[src/rtl/mul_div_pkg.sv]
// Shared types for the MUL/DIV arbiter: request/response payloads, opcodes and FSM states.
package mul_div_pkg;

  localparam int unsigned XLEN  = 32;
  localparam int unsigned TRX_W = 4;
  localparam int unsigned TAG_W = 5;

  localparam logic [2:0] OP_MUL    = 3'd0;
  localparam logic [2:0] OP_MULH   = 3'd1;
  localparam logic [2:0] OP_MULHSU = 3'd2;
  localparam logic [2:0] OP_MULHU  = 3'd3;
  localparam logic [2:0] OP_DIV    = 3'd4;
  localparam logic [2:0] OP_DIVU   = 3'd5;
  localparam logic [2:0] OP_REM    = 3'd6;
  localparam logic [2:0] OP_REMU   = 3'd7;

  typedef struct packed {
    logic [2:0]       opcode;
    logic [XLEN-1:0]  src0;
    logic [XLEN-1:0]  src1;
    logic [TRX_W-1:0] trx_id;
    logic [TAG_W-1:0] rd0_tag;
  } req_struct;

  typedef struct packed {
    logic [XLEN-1:0]  rd0_wdata;
    logic [TRX_W-1:0] trx_id;
    logic [TAG_W-1:0] rd0_tag;
  } resp_struct;

  typedef enum logic [1:0] {
    ARB_IDLE,
    ARB_ISSUE,
    ARB_WAIT,
    ARB_RESP
  } arb_state_e;

endpackage

[src/rtl/mul_div_arbiter_rr_arbiter.sv]
// Combinational round-robin pick: first asserted request at or after ptr_i, wrapping.
module rr_arbiter #(
  parameter int unsigned NUM_REQ = 2,
  parameter int unsigned IDX_W   = 1
) (
  input  logic [NUM_REQ-1:0] req_i,
  input  logic [IDX_W-1:0]   ptr_i,
  output logic [NUM_REQ-1:0] grant_o,
  output logic [IDX_W-1:0]   idx_o,
  output logic               valid_o
);

  always_comb begin
    logic [IDX_W-1:0] cand;
    logic             found;
    grant_o = '0;
    idx_o   = '0;
    found   = 1'b0;
    cand    = '0;
    for (int unsigned off = 0; off < NUM_REQ; off++) begin
      cand = IDX_W'((32'(ptr_i) + off) % NUM_REQ);
      if (!found && req_i[cand]) begin
        found         = 1'b1;
        grant_o[cand] = 1'b1;
        idx_o         = cand;
      end
    end
    valid_o = found;
  end

endmodule

[src/rtl/mul_div_arbiter.sv]
// Shares one MUL/DIV unit among NUM_REQ requesters: round-robin accept, single op in
// flight, response buffered and returned to its owner under req/ack.
module mul_div_arbiter
  import mul_div_pkg::*;
#(
  parameter int unsigned NUM_REQ     = 2,
  parameter int unsigned TIMEOUT_CYC = 64
) (
  input  logic                     clk_i,
  input  logic                     rst_i,
  input  logic [NUM_REQ-1:0]       m_req_i,
  input  req_struct [NUM_REQ-1:0]  m_rdata_bi,
  output logic [NUM_REQ-1:0]       m_ack_o,
  output logic [NUM_REQ-1:0]       m_resp_req_o,
  output resp_struct               m_resp_wdata_bo,
  input  logic [NUM_REQ-1:0]       m_resp_ack_i,
  output logic                     exu_req_o,
  output req_struct                exu_rdata_bo,
  input  logic                     exu_ack_i,
  input  logic                     exu_resp_req_i,
  input  resp_struct               exu_resp_wdata_bi,
  output logic                     exu_resp_ack_o,
  output logic                     busy_o,
  output logic                     err_timeout_o,
  output logic                     err_spurious_o
);

  localparam int unsigned IDX_W = $clog2(NUM_REQ);
  localparam int unsigned CNT_W = 8;

  arb_state_e       state_q, state_d;
  logic [IDX_W-1:0] rr_ptr_q, rr_ptr_d;
  logic [IDX_W-1:0] owner_q, owner_d;
  req_struct        req_buf_q, req_buf_d;
  resp_struct       resp_buf_q, resp_buf_d;
  logic [CNT_W-1:0] tmo_cnt_q, tmo_cnt_d;
  logic             err_tmo_q, err_tmo_d;
  logic             err_spur_q, err_spur_d;

  logic [NUM_REQ-1:0] grant;
  logic [IDX_W-1:0]   grant_idx;
  logic               grant_vld;

  rr_arbiter #(
    .NUM_REQ (NUM_REQ),
    .IDX_W   (IDX_W)
  ) u_rr (
    .req_i   (m_req_i),
    .ptr_i   (rr_ptr_q),
    .grant_o (grant),
    .idx_o   (grant_idx),
    .valid_o (grant_vld)
  );

  always_ff @(posedge clk_i) begin
    if (rst_i) begin
      state_q    <= ARB_IDLE;
      rr_ptr_q   <= '0;
      owner_q    <= '0;
      req_buf_q  <= '0;
      resp_buf_q <= '0;
      tmo_cnt_q  <= '0;
      err_tmo_q  <= 1'b0;
      err_spur_q <= 1'b0;
    end else begin
      state_q    <= state_d;
      rr_ptr_q   <= rr_ptr_d;
      owner_q    <= owner_d;
      req_buf_q  <= req_buf_d;
      resp_buf_q <= resp_buf_d;
      tmo_cnt_q  <= tmo_cnt_d;
      err_tmo_q  <= err_tmo_d;
      err_spur_q <= err_spur_d;
    end
  end

  always_comb begin
    state_d      = state_q;
    rr_ptr_d     = rr_ptr_q;
    owner_d      = owner_q;
    req_buf_d    = req_buf_q;
    resp_buf_d   = resp_buf_q;
    tmo_cnt_d    = tmo_cnt_q;
    err_tmo_d    = err_tmo_q;
    err_spur_d   = err_spur_q;
    m_ack_o      = '0;
    m_resp_req_o = '0;
    exu_req_o    = 1'b0;

    // A response pulse is only meaningful while an op is outstanding.
    if (exu_resp_req_i && (state_q != ARB_WAIT)) begin
      err_spur_d = 1'b1;
    end

    unique case (state_q)
      ARB_IDLE: begin
        if (grant_vld) begin
          m_ack_o   = grant;
          req_buf_d = m_rdata_bi[grant_idx];
          owner_d   = grant_idx;
          state_d   = ARB_ISSUE;
        end
      end
      ARB_ISSUE: begin
        exu_req_o = 1'b1;
        if (exu_ack_i) begin
          tmo_cnt_d = '0;
          state_d   = ARB_WAIT;
        end
      end
      ARB_WAIT: begin
        if (tmo_cnt_q != CNT_W'(TIMEOUT_CYC)) begin
          tmo_cnt_d = tmo_cnt_q + CNT_W'(1);
        end
        if (tmo_cnt_d == CNT_W'(TIMEOUT_CYC)) begin
          err_tmo_d = 1'b1;
        end
        if (exu_resp_req_i) begin
          resp_buf_d = exu_resp_wdata_bi;
          state_d    = ARB_RESP;
        end
      end
      ARB_RESP: begin
        m_resp_req_o[owner_q] = 1'b1;
        if (m_resp_ack_i[owner_q]) begin
          rr_ptr_d = (owner_q == IDX_W'(NUM_REQ - 1)) ? '0 : owner_q + IDX_W'(1);
          state_d  = ARB_IDLE;
        end
      end
      default: state_d = ARB_IDLE;
    endcase
  end

  assign exu_rdata_bo    = req_buf_q;
  assign m_resp_wdata_bo = resp_buf_q;
  assign exu_resp_ack_o  = 1'b1;
  assign busy_o          = (state_q != ARB_IDLE);
  assign err_timeout_o   = err_tmo_q;
  assign err_spurious_o  = err_spur_q;

endmodule
[config.mk]
export PLATFORM = sky130hd
export DESIGN_NAME = mul_div_arbiter
export DESIGN_NICKNAME = d
export VERILOG_FILES = /design/src/rtl/mul_div_pkg.sv /design/src/rtl/mul_div_arbiter_rr_arbiter.sv /design/src/rtl/mul_div_arbiter.sv
export SDC_FILE = /design/constraint.sdc
export NUM_CORES = 1
export LEC_CHECK = 0
export ABC_AREA = 1
export ABC_CLOCK_PERIOD_IN_PS = 2930
export CAP_MARGIN = 5
export CORE_MARGIN = 5
export CORE_UTILIZATION = 41
export DETAILED_ROUTE_END_ITERATION = 16
export PLACE_DENSITY = 0.86
export RECOVER_POWER = 50
export SLEW_MARGIN = 20
export SYNTH_ARGS = -nofsm -noshare
export SYNTH_HDL_FRONTEND = slang
export SYNTH_SLANG_ARGS = --single-unit
[constraint.sdc]
create_clock -name clk_i -period 2.93 [get_ports clk_i]
set_input_delay 0.293 -clock clk_i [delete_from_list [all_inputs] [get_ports clk_i]]
set_output_delay 0.293 -clock clk_i [all_outputs]
set_load 0.1 [all_outputs]
==> results.ini <==
[cts]
cts_tree=yes
clk_path_buf_depth=2
ctsResizeCount=0
clk_pin_slew_ps=60
root_buffer=clkbuf_16
post_cts_buffers=0
cts_max_level=4
cts_sinks=131
numCtsBuffers=17
clk_latency_ps=420
hold_buffers=0

[floorplanning]
core-area_um2=13300
placementRows=42
die_w_um=127
die_h_um=127
die_area_um2=16100
pin_count=327
initial_core_util_pct=42.1

[timing]
hold_viol_final=0
finalSetupTns_ps=0
finalClockSkew_ps=6.11
period_share_pct=79.1
setup_viol=0
tightest_slew_ps=1270
slew_headroom_pct=15.5
fmax_mhz=432
slew_viol_final=0
post-route-min-period_ps=2320
grt_setup_unrepaired=false

[finish]
layout.cells.non_filler=1242
area_growth_pct=57.3
drive_above_1_share_pct=5.07
num-fill-cells=1208
nNetsFinal=1260
diodes=0
final_core_util_pct=66.2

[placed_design]
port_buffers=325
placedCellCount=1210
gp_congestion=0.861
dp_hpwl_um=14900

[job]
cap_violations=0

[yosys]
syn_area_per_cell_um2=7.34
ys_seq_area_share_pct=46.9
syn_area_um2=5590
ys_types=24
synth_nets=969
synth_warnings=0
netlist_instances=762
synth-seq-cells=131

[pwr]
powerDensity_nw_per_um2=1270
swShare_pct=57.3
pwr-share-seq_pct=23.7
p_switching_mw=6.42
vdd_drop_max_mv=0.912
leakage_nw=3.43
pwr-share-clk_pct=20.1
combPwrFrac_pct=56.2
p_int_mw=4.78

[route]
wire_per_inst_um=16.9
drc=0
drt_iter0_drc=346
viasPerCell=5.22
drtPass1Iterations=5
antenna_left=0
wl_um=21000
vias=6489

[global_routing]
grt_max_degree=77
grt_antenna_before_repair=0
grt_overflow_total=0
grt_pass1_wl_um=32200
grt_pass1_vias=6313
gr-usage-all-layers_pct=25.0

[setup_path]
arrival_ps=2020
crit_path_end_kind=output port
worst_ep_required_time_ps=2640
cp-start-kind=flop
crit_fanout=19
crit_type=reg -> out

[run_status]
status=completed

[worst_hold_path]
hold_path.class=in -> reg

[cell usage in the layout, fill, tap and decap left out, types with 4 or more instances in the layout]
| cell type | count |
|---|---|
| o21ai_0 | 119 |
| clkdlybuf4s50_1 | 199 |
| buf_12 | 6 |
| clkbuf_1 | 121 |
| nor2_1 | 103 |
| nand3_1 | 86 |
| clkbuf_16 | 17 |
| nand2_1 | 123 |
| o21ai_1 | 5 |
| ha_1 | 6 |
| bufinv_16 | 4 |
| a21oi_1 | 14 |
| a31oi_1 | 76 |
| clkinv_2 | 6 |
| inv_1 | 24 |
| buf_4 | 11 |
| dfxtp_1 | 131 |
[sequential cells by signal, summed over array words and instances (netlist names)]
register	count
err_spurious_o	1
err_timeout_o	1
exu_rdata_bo	76
m_resp_wdata_bo	41
owner_q	1
rr_ptr_q	1
state_q	2
tmo_cnt_q	8
[synthesized netlist by cell type]
master / number / area, um^2
o31ai_1: 1 / 7.51
o21ai_0: 119 / 596
o21ai_1: 5 / 25.0
dfxtp_1: 131 / 2620
or2_1: 1 / 6.26
nor2_1: 103 / 387
xor2_1: 1 / 8.76
o211ai_1: 1 / 7.51
a31oi_1: 76 / 475
nand3_2: 1 / 10.0
ha_1: 6 / 75.1
conb_1: 1 / 3.75
clkinv_2: 1 / 5.00
buf_2: 20 / 100
inv_1: 25 / 93.8
nand3b_1: 1 / 7.51
clkbuf_1: 35 / 131
buf_4: 3 / 22.5
nand2_1: 123 / 462
nand2_2: 1 / 6.26
nand3_1: 86 / 430
a21oi_1: 14 / 70.1
buf_1: 5 / 18.8
buf_6: 2 / 22.5
[power groups by stage]
stage | Clock [mW] | Combinational, mW | Sequential, mW
3_3_place_gp | 0 | 6.72 | 2.67
5_1_grt | 2.36 | 6.56 | 2.72
3_5_place_dp | 0 | 6.76 | 2.68
2_1_floorplan | 0 | 1.29 | 6.58
4_1_cts | 2.28 | 6.79 | 2.66
6_report | 2.25 | 6.30 | 2.65
[logic make-up (layout without fill, tap and decap cells)]
kind of cell             count (synthesis)  in the layout  share of synthesized area, %
buffers and inverters                   91            395                          7.05
other                                    1              1                        0.0670
XOR/XNOR                                 1              1                         0.157
flip-flops                             131            131                          46.9
AND/OR/NAND/NOR                        316            316                          23.4
adder cells (fa/ha/maj)                  6              6                          1.34
AO/OA/AOI/OAI                          216            216                          21.1
[layer usage]
layer	global-route usage [%]	wire length, um	vias to the layer above
met5	0	0	-
met4	9.53	539	0
met3	8.70	1840	46
met2	44.7	10700	256
met1	27.1	7940	3001
li1	-	-	3186
[critical path: stages (launching register included)]
cell and delay (ps):
dfxtp_1 410, or2_2 350, nand2_2 310, nor2_1 320
buf_12 220
[layout make-up]
type	count	area, um^2	area share [%]
repair buffers	337	2650	30.1
flip-flops and latches	131	2620	29.8
multi-input cells	540	2580	29.3
clock buffers	22	474	5.39
well taps	176	220	2.50
clock inverters	10	154	1.75
inverters	26	98.8	1.12
[final timing paths]
| check | start | to | slack (ps) | cells past startpoint |
|---|---|---|---|---|
| min reg2reg | err_timeout_o$_SDFFE_PP0P_ | err_timeout_o$_SDFFE_PP0P_ | 450 | 2 |
| min | m_rdata_bi[2] | exu_rdata_bo[2]$_SDFFE_PP0P_ | 440 | 3 |
| max reg2reg | rr_ptr_q$_SDFFE_PP0P_ | exu_rdata_bo[20]$_SDFFE_PP0P_ | 1030 | 7 |
| max | rr_ptr_q$_SDFFE_PP0P_ | m_ack_o[1] | 610 | 4 |
[metrics by stage]
step	hold WS, ps	total power, mW	cell area (um^2)	setup WS [ps]
final	443	11.2	8800	613
after global placement	437	9.39	8620	683
after CTS	429	11.7	9250	617
after global routing	444	11.6	8800	461
after detailed placement	443	9.44	8620	626
after floorplan	362	7.87	5590	209
Note: power is estimated with default switching activity, not from simulation.
